--- src/rtl/tv_check_engine.sv ---
// Table-driven self-checking engine: applies stored stimulus to a DUT, waits SETTLE cycles,
// compares the masked response, and reports error count, first-failure capture and pass/done.
module tv_check_engine #(
  parameter int unsigned IN_W   = 1,
  parameter int unsigned OUT_W  = 1,
  parameter int unsigned DEPTH  = 16,
  parameter int unsigned SETTLE = 0,
  parameter int unsigned ERR_W  = 8,
  localparam int unsigned AW    = (DEPTH > 1) ? $clog2(DEPTH) : 1,
  localparam int unsigned NW    = $clog2(DEPTH + 1),
  localparam int unsigned DW    = IN_W + 2 * OUT_W
) (
  input  logic             clk,
  input  logic             rst,
  input  logic             wr_en,
  input  logic [AW-1:0]    wr_addr,
  input  logic [DW-1:0]    wr_data,
  input  logic [NW-1:0]    num_vec,
  input  logic             start,
  output logic [IN_W-1:0]  dut_in,
  input  logic [OUT_W-1:0] dut_out,
  output logic             busy,
  output logic             done,
  output logic             pass,
  output logic [ERR_W-1:0] err_cnt,
  output logic [NW-1:0]    vec_cnt,
  output logic             ferr_vld,
  output logic [AW-1:0]    ferr_idx,
  output logic [OUT_W-1:0] ferr_got
);

  localparam int unsigned SW = (SETTLE > 1) ? $clog2(SETTLE) : 1;

  typedef enum logic [2:0] {StIdle, StApply, StWait, StCheck, StDone} state_e;

  state_e           state_q, state_d;
  logic [AW-1:0]    idx_q, idx_d;
  logic [NW-1:0]    n_q, n_d;
  logic [SW-1:0]    wait_q, wait_d;
  logic [IN_W-1:0]  dut_in_q, dut_in_d;
  logic [ERR_W-1:0] err_q, err_d;
  logic [NW-1:0]    vec_q, vec_d;
  logic             ferr_vld_q, ferr_vld_d;
  logic [AW-1:0]    ferr_idx_q, ferr_idx_d;
  logic [OUT_W-1:0] ferr_got_q, ferr_got_d;

  logic [DW-1:0]    table_q [DEPTH];
  logic [DW-1:0]    entry;
  logic [IN_W-1:0]  entry_stim;
  logic [OUT_W-1:0] entry_exp;
  logic [OUT_W-1:0] entry_mask;
  logic             mismatch;

  assign busy = (state_q == StApply) || (state_q == StWait) || (state_q == StCheck);
  assign done = (state_q == StDone);
  assign pass = done && (err_q == '0);

  assign dut_in   = dut_in_q;
  assign err_cnt  = err_q;
  assign vec_cnt  = vec_q;
  assign ferr_vld = ferr_vld_q;
  assign ferr_idx = ferr_idx_q;
  assign ferr_got = ferr_got_q;

  // Table is deliberately outside the reset domain so a run can be repeated after rst.
  always_ff @(posedge clk) begin
    if (wr_en && !busy && (32'(wr_addr) < DEPTH)) begin
      table_q[wr_addr] <= wr_data;
    end
  end

  assign entry      = table_q[idx_q];
  assign entry_stim = entry[DW-1 -: IN_W];
  assign entry_exp  = entry[2*OUT_W-1 -: OUT_W];
  assign entry_mask = entry[OUT_W-1:0];
  assign mismatch   = |((dut_out ^ entry_exp) & entry_mask);

  always_comb begin
    state_d    = state_q;
    idx_d      = idx_q;
    n_d        = n_q;
    wait_d     = wait_q;
    dut_in_d   = dut_in_q;
    err_d      = err_q;
    vec_d      = vec_q;
    ferr_vld_d = ferr_vld_q;
    ferr_idx_d = ferr_idx_q;
    ferr_got_d = ferr_got_q;

    case (state_q)
      StIdle, StDone: begin
        if (start) begin
          err_d      = '0;
          vec_d      = '0;
          ferr_vld_d = 1'b0;
          ferr_idx_d = '0;
          ferr_got_d = '0;
          idx_d      = '0;
          if (num_vec > NW'(DEPTH)) n_d = NW'(DEPTH);
          else                      n_d = num_vec;
          state_d = (num_vec == '0) ? StDone : StApply;
        end
      end
      StApply: begin
        dut_in_d = entry_stim;
        wait_d   = '0;
        state_d  = (SETTLE == 0) ? StCheck : StWait;
      end
      StWait: begin
        if (wait_q == SW'(SETTLE - 1)) state_d = StCheck;
        else                           wait_d  = wait_q + 1'b1;
      end
      StCheck: begin
        vec_d = vec_q + 1'b1;
        if (mismatch) begin
          if (err_q != '1) err_d = err_q + 1'b1;
          if (!ferr_vld_q) begin
            ferr_vld_d = 1'b1;
            ferr_idx_d = idx_q;
            ferr_got_d = dut_out;
          end
        end
        if (vec_d == n_q) begin
          state_d = StDone;
        end else begin
          idx_d   = idx_q + 1'b1;
          state_d = StApply;
        end
      end
      default: state_d = StIdle;
    endcase
  end

  always_ff @(posedge clk) begin
    if (rst) begin
      state_q    <= StIdle;
      idx_q      <= '0;
      n_q        <= '0;
      wait_q     <= '0;
      dut_in_q   <= '0;
      err_q      <= '0;
      vec_q      <= '0;
      ferr_vld_q <= 1'b0;
      ferr_idx_q <= '0;
      ferr_got_q <= '0;
    end else begin
      state_q    <= state_d;
      idx_q      <= idx_d;
      n_q        <= n_d;
      wait_q     <= wait_d;
      dut_in_q   <= dut_in_d;
      err_q      <= err_d;
      vec_q      <= vec_d;
      ferr_vld_q <= ferr_vld_d;
      ferr_idx_q <= ferr_idx_d;
      ferr_got_q <= ferr_got_d;
    end
  end

endmodule

--- config.mk ---
export PLATFORM = sky130hd
export DESIGN_NAME = tv_check_engine
export DESIGN_NICKNAME = d
export VERILOG_FILES = /design/src/rtl/tv_check_engine.sv
export SDC_FILE = /design/constraint.sdc
export NUM_CORES = 1
export LEC_CHECK = 0
export CORE_ASPECT_RATIO = 1.25
export CORE_MARGIN = 4
export CORE_UTILIZATION = 40
export CTS_CLUSTER_DIAMETER = 60
export DETAILED_ROUTE_END_ITERATION = 7
export PLACE_DENSITY_LB_ADDON = 0.08
export SYNTH_ARGS = -nofsm -noshare
export SYNTH_HDL_FRONTEND = slang
export SYNTH_SLANG_ARGS = --single-unit
export TNS_END_PERCENT = 20
--- constraint.sdc ---
create_clock -name clk -period 3.3 [get_ports clk]
set_input_delay 0.495 -clock clk [delete_from_list [all_inputs] [get_ports clk]]
set_output_delay 0.495 -clock clk [all_outputs]
set_load 0.005 [all_outputs]
==> results_dict.tcl <==
set metrics [dict create \
    cts_setup_buffers 0 \
    whs_path_depth 2 \
    finalNonFillerCells 488 \
    yosys-top-cells-area "edfxtp_1 38%, dfxtp_1 20%, mux4_1 6.2%, mux2i_1 4.2%, nand2_1 3.9%" \
    min-delay-path-class "reg2reg" \
    clock_sinks 85 \
    timing.reg2reg.setup_slack_ps 700 \
    power.density_cell_area_mw_per_mm2 525 \
    post_cts_resize_count 0 \
    dp.final_hpwl_um 5880 \
    synthDistinctLibCells 44 \
    maximum_fanout_count_along_the_critical_path 11 \
    synth_cells 318 \
    maximum_level_of_the_cts_h_tree 3 \
    rr_worst_depth 6 \
    synth.yosys.seq_area_share_pct 57.5 \
    worstHoldStart "dut_in" \
    core-area_sq_mm 0.00922 \
    post-synth-top-area-fraction_pct 38.0 \
    dpl_worst_slack_ps 697 \
    grt_start_max_net_pins 17 \
    slew_headroom_pct 59.0 \
    final_nets 381 \
    count_of_flip_flops_with_a_built_in_enable_after_synthesis 48 \
    die_width_um 95.1 \
    ir_drop_mv 0.345 \
    area_growth_pct 21.8 \
    via_per_inst 5.22 \
    antenna_cells_inserted 0 \
    worst_setup_hold_path_clk_slew_ps 60 \
    drive_above_1_share_pct 7.67 \
    run_status "complete, no violations" \
    synth_top_cell_by_area "edfxtp_1" \
    post-synth-top-count-cell "edfxtp_1" \
    synth-main-ff-cell "edfxtp_1" \
    fin_crit_sh_pct 85.4 \
    max-cap-violations 0 \
    timing.final.ws_setup_ps 482 \
    initial_antenna_violation_count 0 \
    synth_warnings 0 \
    timing_hold_violations_final 0 \
    grt_util_met1_pct 18.0 \
    insertion_delay_ps 330 \
    totalNegativeSetupSlack_ps 0 \
    die_area_sq_mm 0.0111 \
    ys_ff_latch 85 \
    grt.total_usage_pct 16.0 \
    rsz0062_at_grt "false" \
    ctsRootBufferMaster "clkbuf_16" \
    tightestPinTransition_ps 613 \
    cts_inserted_buffers 9 \
    gp_congestion 0.816 \
    syn-num-nets 339 \
    drv_slew 0 \
    globalRoute.busiestLayer "met2" \
    dp.cells 472 \
    hold-path-endpoint "dut_in" \
    ys_top_cells_by_count "48 x edfxtp_1, 39 x nand2_1, 38 x nor2_1" \
    clock_skew_ps 4.63 \
    avg_cell_area_syn_sq_um 11.9 \
    cts-root-to-sink-buffers 2 \
    global_route.overflow_total 0 \
    tritoncts_clock_tree "done" \
    site_row_count 39 \
    power_leakage_nw 1.52 \
    port-buffer-count 39 \
    effective_utilization_at_floorplan_pct 41.1 \
    top_level_ports 40 \
    final_core_util_pct 50.1 \
    route.final.wire_length_um 7990 \
    setup_viol_count_final 0 \
    regToRegEndpoint "err_cnt[5]" \
    achievable-frequency_mhz 355 \
    chipHeight_um 117 \
    grt_util_met2_pct 28.3 \
    via_count_of_the_first_global_routing_pass 2530 \
    critPathKind "reg2out" \
    detail_route.drc_violations 0 \
    synthesis.area_sq_mm 0.00379 \
    number_of_iterations_in_the_first_detailed_routing_pass 4 \
    grtUsageMet3_pct 3.64 \
    holdBufCountCts 0 \
    cp.arrival_ps 2320 \
    period_minus_slack_ps 2820 \
    kind_of_start_point_of_the_critical_path "flop" \
    synthArstFlopShare_pct 0 \
    grt_pass1_wl_um 13100 \
    drt.antenna.violating_nets 0 \
    timing.critical_path.to_type "output pin" \
    cp.required_ps 2800 \
    dr.first_iter.drc_count 85 \
    report.power.total_mw 2.42 \
    route.detailed.wl_per_inst_um 16.4 \
    via_count 2546 \
]
==> cell usage in the layout, fill, tap and decap left out, drive strengths merged, types with 5 or more instances in the layout <==
cell type | netlist | layout
clkbuf | 10 | 9
mux2i | 17 | 17
or3 | 5 | 5
nor4 | 7 | 7
nand2 | 39 | 39
nand3 | 8 | 8
nor2 | 38 | 38
nand3b | 5 | 5
edfxtp | 48 | 48
xnor2 | 8 | 8
nand2b | 5 | 5
o21ai | 15 | 15
inv | 6 | 7
buf | 3 | 5
clkdlybuf4s50 | 0 | 39
a21oi | 17 | 17
dfxtp | 37 | 37
a32oi | 6 | 6
mux4 | 11 | 11
nor3 | 6 | 6
==> sequential cells by signal, indices dropped and copies added (netlist names), named ones only <==
register / count
wait_q: 1
ferr_got: 1
vec_cnt: 5
ferr_vld: 1
err_cnt: 8
idx_q: 4
state_q: 3
ferr_idx: 4
dut_in: 1
table_q: 48
n_q: 5
==> power breakdown <==
part           total [mW]  switching (mW)  internal (mW)  leakage (nW)
Combinational       0.191           0.110         0.0809         0.635
Sequential           1.16          0.0227           1.14         0.732
Clock                1.07           0.404          0.666         0.158
Total                2.42           0.537           1.89          1.52
==> kinds of logic after synthesis <==
family | after synthesis | share of synthesized area, %
adders and majority gates | 4 | 1.32
AOI/OAI and AO/OA | 45 | 7.13
and+or+nand+nor | 124 | 15.7
muxes | 29 | 12.6
DFF | 85 | 57.5
xor gates and xnor gates | 12 | 2.97
buffers and inverters | 19 | 2.71
==> layout make-up <==
type / instances / area [sq um]
sequential: 85 / 2180
clock inverter: 7 / 98.8
tap: 123 / 154
inverter: 6 / 22.5
fill: 833 / 4600
clock buffer: 9 / 225
timing repair buffer: 44 / 428
multi-input combinational: 214 / 1510
==> worst max-delay path by stage <==
| stage | from | end | slack (ps) | cells after the start |
|---|---|---|---|---|
| 2_1_floorplan | flop | err_cnt[5] | 1160 | 6 |
| 3_3_place_gp | flop | err_cnt[7] | 690 | 6 |
| 3_5_place_dp | flop | err_cnt[5] | 700 | 6 |
| 4_1_cts | state_q[0] | pass | 430 | 5 |
| 5_1_grt | state_q[0] | pass | 280 | 5 |
| 6_report | state_q[0] | pass | 480 | 5 |
==> metrics by stage <==
stage                     hold slack (ps)  instance area, sq um
after floorplan                       440                  3790
after global placement                449                  4290
after detailed placement              452                  4290
after CTS                             460                  4620
after global routing                  481                  4620
final                                 456                  4620
==> layer usage <==
layer,up-vias,share of wire [%]
li1,1266,-
met1,1216,40
met2,55,53
met3,9,4.3
met4,0,2.3
met5,-,0
==> worst max-delay path: stages (launching register included) <==
cell             delay, ps
dfxtp_1                400
nor2_1                 480
and2_1                 290
nand2_1                 90
nor4_1                 180
clkdlybuf4s50_1        540
Power figures use the tool's default switching activity.
